`src/rtl/image_fuser_pipe_pkg.sv`:
```
// Shared mode encodings and width helpers for the image fuser pipeline.
package image_fuser_pipe_pkg;

    typedef enum logic [1:0] {
        MODE_COLOR   = 2'd0,
        MODE_OVERLAY = 2'd1,
        MODE_BLEND   = 2'd2,
        MODE_EDGE    = 2'd3
    } mode_t;

    function automatic int pix_width(input int ch_w, input int num_ch);
        return ch_w * num_ch;
    endfunction

    // Wide enough to hold the sum of num_ch full-scale channels.
    function automatic int sum_width(input int ch_w, input int num_ch);
        return ch_w + $clog2(num_ch);
    endfunction

endpackage

```
`src/rtl/image_fuser_pipe_blend_ch.sv`:
```
// Single-channel alpha blend: (e*a + c*(2^CH_W - a)) >> CH_W, combinational.
module fuser_blend_ch #(
    parameter int CH_W = 8
) (
    input  logic [CH_W-1:0] edge_ch,
    input  logic [CH_W-1:0] color_ch,
    input  logic [CH_W:0]   alpha,
    output logic [CH_W-1:0] blend_ch
);
    localparam int PROD_W = 2 * CH_W + 1;
    localparam logic [CH_W:0] ALPHA_ONE = {1'b1, {CH_W{1'b0}}};

    logic [CH_W:0]   alpha_inv;
    logic [PROD_W-1:0] acc;

    assign alpha_inv = ALPHA_ONE - alpha;
    // Endpoints a=0 and a=2^CH_W reduce exactly to c and e after the shift.
    assign acc       = PROD_W'(edge_ch) * PROD_W'(alpha) + PROD_W'(color_ch) * PROD_W'(alpha_inv);
    assign blend_ch  = CH_W'(acc >> CH_W);

endmodule

```
`src/rtl/image_fuser_pipe.sv`:
```
// Fuses edge and colour pixel streams per frame mode; 3-cycle latency.
// Whole pipeline stalls while out_valid is high and out_ready is low.
module image_fuser_pipe
    import image_fuser_pipe_pkg::*;
#(
    parameter int CH_W   = 8,
    parameter int NUM_CH = 3,
    parameter int CNT_W  = 20,
    parameter logic [CH_W*NUM_CH-1:0] OVL_COLOR = '0,
    localparam int PIX_W = pix_width(CH_W, NUM_CH),
    localparam int SUM_W = sum_width(CH_W, NUM_CH)
) (
    input  logic             clk,
    input  logic             reset_n,
    input  logic [PIX_W-1:0] edge_pix,
    input  logic [PIX_W-1:0] color_pix,
    input  logic             in_valid,
    input  logic             in_sof,
    output logic             in_ready,
    input  logic [1:0]       mode,
    input  logic [CH_W:0]    alpha,
    input  logic [SUM_W-1:0] threshold,
    output logic [PIX_W-1:0] fused_pix,
    output logic             out_valid,
    output logic             out_sof,
    input  logic             out_ready,
    output logic [CNT_W-1:0] pix_cnt,
    output logic [CNT_W-1:0] edge_cnt
);
    localparam logic [CH_W:0] ALPHA_MAX = {1'b1, {CH_W{1'b0}}};

    logic adv, in_xfer, out_xfer;
    assign adv      = !out_valid || out_ready;
    assign in_ready = adv;
    assign in_xfer  = in_valid && adv;
    assign out_xfer = out_valid && out_ready;

    logic [CH_W:0]    alpha_clamp;
    logic [SUM_W-1:0] in_sum;
    assign alpha_clamp = (alpha > ALPHA_MAX) ? ALPHA_MAX : alpha;

    always_comb begin
        in_sum = '0;
        for (int i = 0; i < NUM_CH; i++)
            in_sum = in_sum + SUM_W'(edge_pix[i*CH_W +: CH_W]);
    end

    // A sof pixel uses the live config directly, so the frame's settings travel
    // with its pixels and never leak onto older pixels still in flight.
    mode_t            sh_mode, cfg_mode;
    logic [CH_W:0]    sh_alpha, cfg_alpha;
    logic [SUM_W-1:0] sh_thr, cfg_thr;
    assign cfg_mode  = in_sof ? mode_t'(mode) : sh_mode;
    assign cfg_alpha = in_sof ? alpha_clamp : sh_alpha;
    assign cfg_thr   = in_sof ? threshold : sh_thr;

    always_ff @(posedge clk or negedge reset_n) begin
        if (!reset_n) begin
            sh_mode  <= MODE_COLOR;
            sh_alpha <= '0;
            sh_thr   <= '0;
        end else if (in_xfer && in_sof) begin
            sh_mode  <= mode_t'(mode);
            sh_alpha <= alpha_clamp;
            sh_thr   <= threshold;
        end
    end

    logic             s1_vld, s1_sof;
    logic [PIX_W-1:0] s1_edge, s1_color;
    logic [SUM_W-1:0] s1_sum, s1_thr;
    logic [CH_W:0]    s1_alpha;
    mode_t            s1_mode;

    always_ff @(posedge clk or negedge reset_n) begin
        if (!reset_n) begin
            s1_vld   <= 1'b0;
            s1_sof   <= 1'b0;
            s1_edge  <= '0;
            s1_color <= '0;
            s1_sum   <= '0;
            s1_thr   <= '0;
            s1_alpha <= '0;
            s1_mode  <= MODE_COLOR;
        end else if (adv) begin
            s1_vld <= in_valid;
            s1_sof <= in_valid && in_sof;
            if (in_valid) begin
                s1_edge  <= edge_pix;
                s1_color <= color_pix;
                s1_sum   <= in_sum;
                s1_thr   <= cfg_thr;
                s1_alpha <= cfg_alpha;
                s1_mode  <= cfg_mode;
            end
        end
    end

    logic [PIX_W-1:0] blend_pix, s1_fused;
    logic             s1_hit;

    for (genvar g = 0; g < NUM_CH; g++) begin : g_ch
        fuser_blend_ch #(.CH_W(CH_W)) u_blend (
            .edge_ch  (s1_edge[g*CH_W +: CH_W]),
            .color_ch (s1_color[g*CH_W +: CH_W]),
            .alpha    (s1_alpha),
            .blend_ch (blend_pix[g*CH_W +: CH_W])
        );
    end

    always_comb begin
        s1_hit   = s1_sum < s1_thr;
        s1_fused = s1_color;
        case (s1_mode)
            MODE_COLOR:   s1_fused = s1_color;
            MODE_OVERLAY: s1_fused = s1_hit ? OVL_COLOR : s1_color;
            MODE_BLEND:   s1_fused = blend_pix;
            MODE_EDGE:    s1_fused = s1_edge;
        endcase
    end

    logic             s2_vld, s2_sof, s2_hit, out_hit;
    logic [PIX_W-1:0] s2_pix;

    always_ff @(posedge clk or negedge reset_n) begin
        if (!reset_n) begin
            s2_vld    <= 1'b0;
            s2_sof    <= 1'b0;
            s2_hit    <= 1'b0;
            s2_pix    <= '0;
            out_valid <= 1'b0;
            out_sof   <= 1'b0;
            out_hit   <= 1'b0;
            fused_pix <= '0;
        end else if (adv) begin
            s2_vld    <= s1_vld;
            s2_sof    <= s1_vld && s1_sof;
            s2_hit    <= s1_hit;
            s2_pix    <= s1_fused;
            out_valid <= s2_vld;
            out_sof   <= s2_vld && s2_sof;
            out_hit   <= s2_hit;
            fused_pix <= s2_pix;
        end
    end

    always_ff @(posedge clk or negedge reset_n) begin
        if (!reset_n) begin
            pix_cnt  <= '0;
            edge_cnt <= '0;
        end else if (out_xfer) begin
            if (out_sof) begin
                pix_cnt  <= CNT_W'(1);
                edge_cnt <= CNT_W'(out_hit);
            end else begin
                if (pix_cnt != '1)
                    pix_cnt <= pix_cnt + CNT_W'(1);
                if (out_hit && edge_cnt != '1)
                    edge_cnt <= edge_cnt + CNT_W'(1);
            end
        end
    end

endmodule

```
`config.mk`:
```
export PLATFORM = sky130hd
export DESIGN_NAME = image_fuser_pipe
export DESIGN_NICKNAME = d
export VERILOG_FILES = /design/src/rtl/image_fuser_pipe_pkg.sv /design/src/rtl/image_fuser_pipe_blend_ch.sv /design/src/rtl/image_fuser_pipe.sv
export SDC_FILE = /design/constraint.sdc
export NUM_CORES = 1
export LEC_CHECK = 0
export CORE_UTILIZATION = 35
export DETAILED_ROUTE_END_ITERATION = 8
export DONT_BUFFER_PORTS = 1
export PLACE_DENSITY = 0.52
export RECOVER_POWER = 100
export SLEW_MARGIN = 20
export SYNTH_ARGS = -nofsm -noshare
export SYNTH_HDL_FRONTEND = slang
export SYNTH_SLANG_ARGS = --single-unit
export TNS_END_PERCENT = 1
```
`constraint.sdc`:
```
create_clock -name clk -period 6.12 [get_ports clk]
set_input_delay 0.918 -clock clk [delete_from_list [all_inputs] [get_ports clk]]
set_output_delay 0.918 -clock clk [all_outputs]
set_load 0.02 [all_outputs]
```
-- Word-level counts from Yosys, hierarchy flattened
Index checks and enable logic that the tools add are counted.
- flip-flop bits (word level): 196
- bits of input ports: 74
- output and inout port bits: 67
- logic and storage cells: 67
- $add $sub $neg: 8
- multiply operators: 6
- order comparisons: 2
- eq/ne operators: 5
- multiplexer cells: 10
- reductions and logical operators: 15
- operators with widths (operator ; count):
    $mul A8 B9 Y16 ; 6
    $pmux W24 S4 ; 1
    $mux W20 ; 4
    $add A16 B16 Y16 ; 3
    $add A20 B1 Y20 const B ; 2
    $ne A20 B20 Y1 const B ; 2
    $mux W24 ; 1
    $mux W9 ; 2
    $add A9 B8 Y10 ; 1
    $lt A10 B10 Y1 ; 1
    $mux W10 ; 1
    $add A8 B8 Y9 ; 1
    $gt A9 B9 Y1 const B ; 1
    $sub A9 B9 Y9 const A ; 1
    $logic_and A1 B1 Y1 ; 7
    $reduce_and A2 Y1 ; 3
    $eq A2 B2 Y1 const B ; 2
    $reduce_bool A2 Y1 ; 2
    $eq A2 B1 Y1 const B ; 1
    $logic_not A2 Y1 ; 1
    $mux W2 ; 1
    $logic_not A1 Y1 ; 1
    $logic_or A1 B1 Y1 ; 1

-- Logic depth before layout (Yosys ltp)
- depth after elaboration: 4
- mapped depth: 26
- gate-level depth less buffers: 24

-- Hierarchy
Synthesis repeated with hierarchy kept, for this count alone.
- cells, all modules: 2519
- area total of the unflattened synthesis: 23183.5 um^2
- by module, submodules not included (module ; times used ; cells an instance ; area an instance (um^2)):
    image_fuser_pipe ; 1 ; 941 ; 9231.4
    fuser_blend_ch (g_ch[0].u_blend) ; 1 ; 527 ; 4660.7
    fuser_blend_ch (g_ch[2].u_blend) ; 1 ; 525 ; 4650.7
    fuser_blend_ch (g_ch[1].u_blend) ; 1 ; 526 ; 4640.7

-- Worst setup path after synthesis
OpenSTA, ideal clock, no wires.
- path kind: reg-to-reg
- start: register s1_alpha[3]
- end: register s2_pix[14]
- library setup time: 0.153 ns
- data arrival time: 6.131 ns
- required time: 5.967 ns
- slack: -0.164 ns
- stages on the path, launching flop included: 25
- buffers on the path: 2
- period minus slack after synthesis: 6.284 ns
- cell sequence: dfrtp_1 -> clkbuf_1 -> nor3_1 -> nand3_1 -> or3_1 -> xor2_1 -> clkbuf_1 -> nand2_1 -> fa_1 -> fa_1 -> inv_1 -> fa_1 -> fa_1 -> fa_1 -> inv_1 -> fa_1 -> inv_1 -> ha_1 -> o21ai_0 -> nor2_1 -> a41oi_1 -> nand2_1 -> a21oi_1 -> xor2_1 -> a31oi_1
- longest elaborated chain between the ends: 4
- elaborated cells between the ends (all ways): 5
- classes of those cells: add/sub: 2; mul: 2; mux: 1
- RTL lines (what ; line ; source):
    start, declared ; image_fuser_pipe.sv:72 ; logic [CH_W:0] s1_alpha;
    start signal, assigned ; image_fuser_pipe.sv:93 ; s1_alpha <= cfg_alpha;
    $sub A9 B9 Y9 ; image_fuser_pipe_blend_ch.sv:16 ; assign alpha_inv = ALPHA_ONE - alpha;
    $mul A8 B9 Y16 ; image_fuser_pipe_blend_ch.sv:18 ; assign acc = PROD_W'(edge_ch) * PROD_W'(alpha) + PROD_W'(color_ch) * PROD_W'(alpha_inv);
    $add A16 B16 Y16 * ; image_fuser_pipe_blend_ch.sv:18 ;
    $pmux W24 S4 * ; image_fuser_pipe.sv:114 ; case (s1_mode)
    end signal, assigned ; image_fuser_pipe.sv:139 ; s2_pix <= s1_fused;
    end, declared ; image_fuser_pipe.sv:123 ; logic [PIX_W-1:0] s2_pix;
Mark *: on every way between the ends. The rest lies on a longest branch, timed or not.
A chain may end at the register's enable or synchronous reset.

-- Worst setup path in the final report
- start: register s1_alpha[4]
- end: register s2_pix[23]
Same word-level chain as after synthesis.

==> run summary <==
critical path data arrival time: 6.63 ns
Final Slew Violations: 117
critical path capture point type: flip-flop
CTS root buf: clkbuf_16
Setup TNS: -1.29 ns
antenna violations before repair: 0
clk buf depth: 2
WL final: 66700 um
Post-synth EDFFs: 0
CTS tree: built
DRC violations left: 0
Final Hold Fails: 0
asr flop ratio synth: 1.00
syn nets: 3071
Worst Skew: 0.0106 ns
failing checks: capacitance limit, slew limit, setup timing
DRT iter0 DRCs: 1062
flops & latches, synth: 196
Netlist cell types: 70
largest net degree at the start of global routing: 197
core footprint: 0.0647 sq mm
clock sink count: 196
status: finished, violations left
die footprint: 0.0667 sq mm
routability cong.: 0.867
vias per cell: 5.02
Ys Warns: 0
RSZ-0062 raised after global routing: true
Worst-path clk slew: 0.08 ns
Die Wd: 258 um
Avg Cell Area, Syn: 9.28 sq um
CP startpoint kind: flip-flop
final worst-path setup slack: -0.162 ns
Antenna Nets Post-Route: 0
fmax: 0.159 GHz
main flop type after synthesis: dfrtp_1
first-pass GRT wire length: 105000 um
period utilization: 1.03
layout net count: 3094
Cell Area, Synth: 0.0230 sq mm
fin area: 0.0257 sq mm
total CTS buffers: 17
die height: 258 um
layout cells sized above 1: 0.121
Initial Util: 0.355
end-of-flow core utilization: 0.396
Max-Cap Viols: 3
maximum fanout along the worst path: 12
Cells after Synth: 2477
# rows: 93
commonest non-fill, non-tap cell in the layout: inv_1
Total GRT Usage: 0.205
Critical Path RT: 6.47 ns
fin crit period: 6.28 ns
vias in the first global route: 18041
Least-Margin Pin Slew: 2.41 ns
Yosys top cell area share: 0.285
Post-DP HPWL: 50600 um
register area share after synthesis: 0.213
Min-Delay Path Class: input pin to asynchronous set/reset pin
Layout area overhead: 11.6%
Max-Slew Margin vs Limit: -0.610
H-tree depth: 4
DRT Pass-1 Iters: 5
wire per inst: 19.8 um
gr ovfl total: 0
most frequent cells in the layout: inv_1, nand2_1, fa_1, and2_1, dfrtp_1
Final Setup Violations: 17
synth top area cells: fa_1, dfrtp_1, ha_1, inv_1, and2_1
Fill cells: 6542
DR vias: 16898
Placement Cell Area: 0.0247 sq mm
IO Port Bufs: 0
Synth area leader: fa_1
Setup CP Type: flip-flop to flip-flop
Skew-Pair Late Insertion Delay: 0.47 ns
I/O pins: 141
final hold slack: 0.140 ns
-- state kept, by name, indices dropped and copies added (netlist names), 2 cells and up --
signal / count
s1_edge: 24
edge_cnt: 20
s1_sum: 10
s2_pix: 24
s1_alpha: 9
s1_thr: 10
sh_thr: 10
sh_alpha: 9
sh_mode: 2
fused_pix: 24
s1_mode: 2
s1_color: 24
pix_cnt: 20
-- metrics by stage --
step	worst slack, ns	cells
6_report	-0.162	3369
5_1_grt	-0.419	3368
4_1_cts	-0.138	3363
3_5_place_dp	-0.264	3326
3_3_place_gp	-0.218	3326
2_1_floorplan	-0.0110	2477
-- cell families (layout without fill, tap and decap cells) --
| kind of cell | count (synthesis) | in the layout | share of synthesized area |
|---|---|---|---|
| other cells | 0 | 1 | 0 |
| fa+ha+maj | 520 | 520 | 0.390 |
| flops | 196 | 196 | 0.213 |
| buf+inv | 580 | 616 | 0.0955 |
| simple gates | 792 | 792 | 0.168 |
| compound gates | 214 | 214 | 0.0580 |
| mux | 90 | 90 | 0.0428 |
| xor+xnor | 85 | 85 | 0.0324 |
-- cell usage after synthesis (5+ instances only) --
cell and instances:
a211oi_1 5, a21o_1 7, a21oi_1 51, a221oi_1 6, a31oi_1 16, and2_1 235, and3_1 7, buf_1 14
buf_2 8, clkbuf_1 112, dfrtp_1 196, fa_1 327, ha_1 193, inv_1 445, mux2_2 66, mux2i_1 24
nand2_1 364, nand2b_1 17, nand3_1 26, nand4_1 12, nor2_1 82, nor3_1 12, o21ai_0 74, o22ai_1 8
o31ai_1 6, or3_1 10, xnor2_1 49, xor2_1 36
-- critical path, cell delays in order (launching register included) --
cell       delay [ns]
dfrtp_1          0.40
buf_4            0.15
nor4_4           0.34
nand2_2          0.14
xor2_4           0.18
buf_4            0.17
clkbuf_16        0.18
and2_1           0.18
fa_1             0.45
fa_1             0.51
inv_1            0.05
fa_1             0.47
inv_1            0.05
fa_1             0.45
fa_1             0.50
inv_1            0.05
fa_1             0.48
inv_1            0.04
ha_1             0.31
o21a_1           0.12
o21ai_0          0.09
a21bo_2          0.23
a32oi_2          0.17
xnor2_1          0.09
a221oi_1         0.27
nor2_1           0.07
-- worst paths after layout --
path | startpoint | to | slack, ns | cells after the start
hold reg to reg | sh_alpha[6]$_DFFE_PN0P_ | sh_alpha[6]$_DFFE_PN0P_ | 0.48 | 2
min in group clk | sh_alpha[6]$_DFFE_PN0P_ | sh_alpha[6]$_DFFE_PN0P_ | 0.48 | 2
setup / recovery | s1_alpha[4]$_DFFE_PN0P_ | s2_pix[23]$_DFFE_PN0N_ | -0.16 | 25
hold / removal | reset_n | pix_cnt[6]$_DFFE_PN0P_ | 0.14 | 0
setup reg to reg | s1_alpha[4]$_DFFE_PN0P_ | s2_pix[23]$_DFFE_PN0N_ | -0.16 | 25
max in group asynchronous | reset_n | s2_pix[3]$_DFFE_PN0N_ | 5.63 | 0
-- layout make-up --
class | instances | area (sq um) | area share
Antenna cell | 1 | 2.50 | 0.0000976
Clock buffer | 18 | 439 | 0.0171
Clock inverter | 14 | 166 | 0.00649
Inverter | 445 | 1670 | 0.0651
Multi-Input combinational cell | 1701 | 16200 | 0.632
Sequential cell | 196 | 4900 | 0.191
Tap cell | 855 | 1070 | 0.0417
Timing Repair Buffer | 139 | 1190 | 0.0463
-- repair_timing --
action | 4_1_cts | 5_1_grt
pin swaps | 20 | 31
gates resized for setup | 30 | 36
cloned | 1 | 2
endpoints found under the setup margin | 23 | 24
hold buffers | 0 | 0
buffers inserted | 4 | 3
-- routing by layer --
metal	up-vias	track usage	part of all wire
met5	-	0	0
met4	0	0.0610	0.026
met3	92	0.0254	0.049
met2	423	0.333	0.47
met1	8714	0.287	0.45
li1	7669	-	-
Power is not shown: default switching activity piles up to over one toggle a cycle in this logic, so the estimate is an artifact.
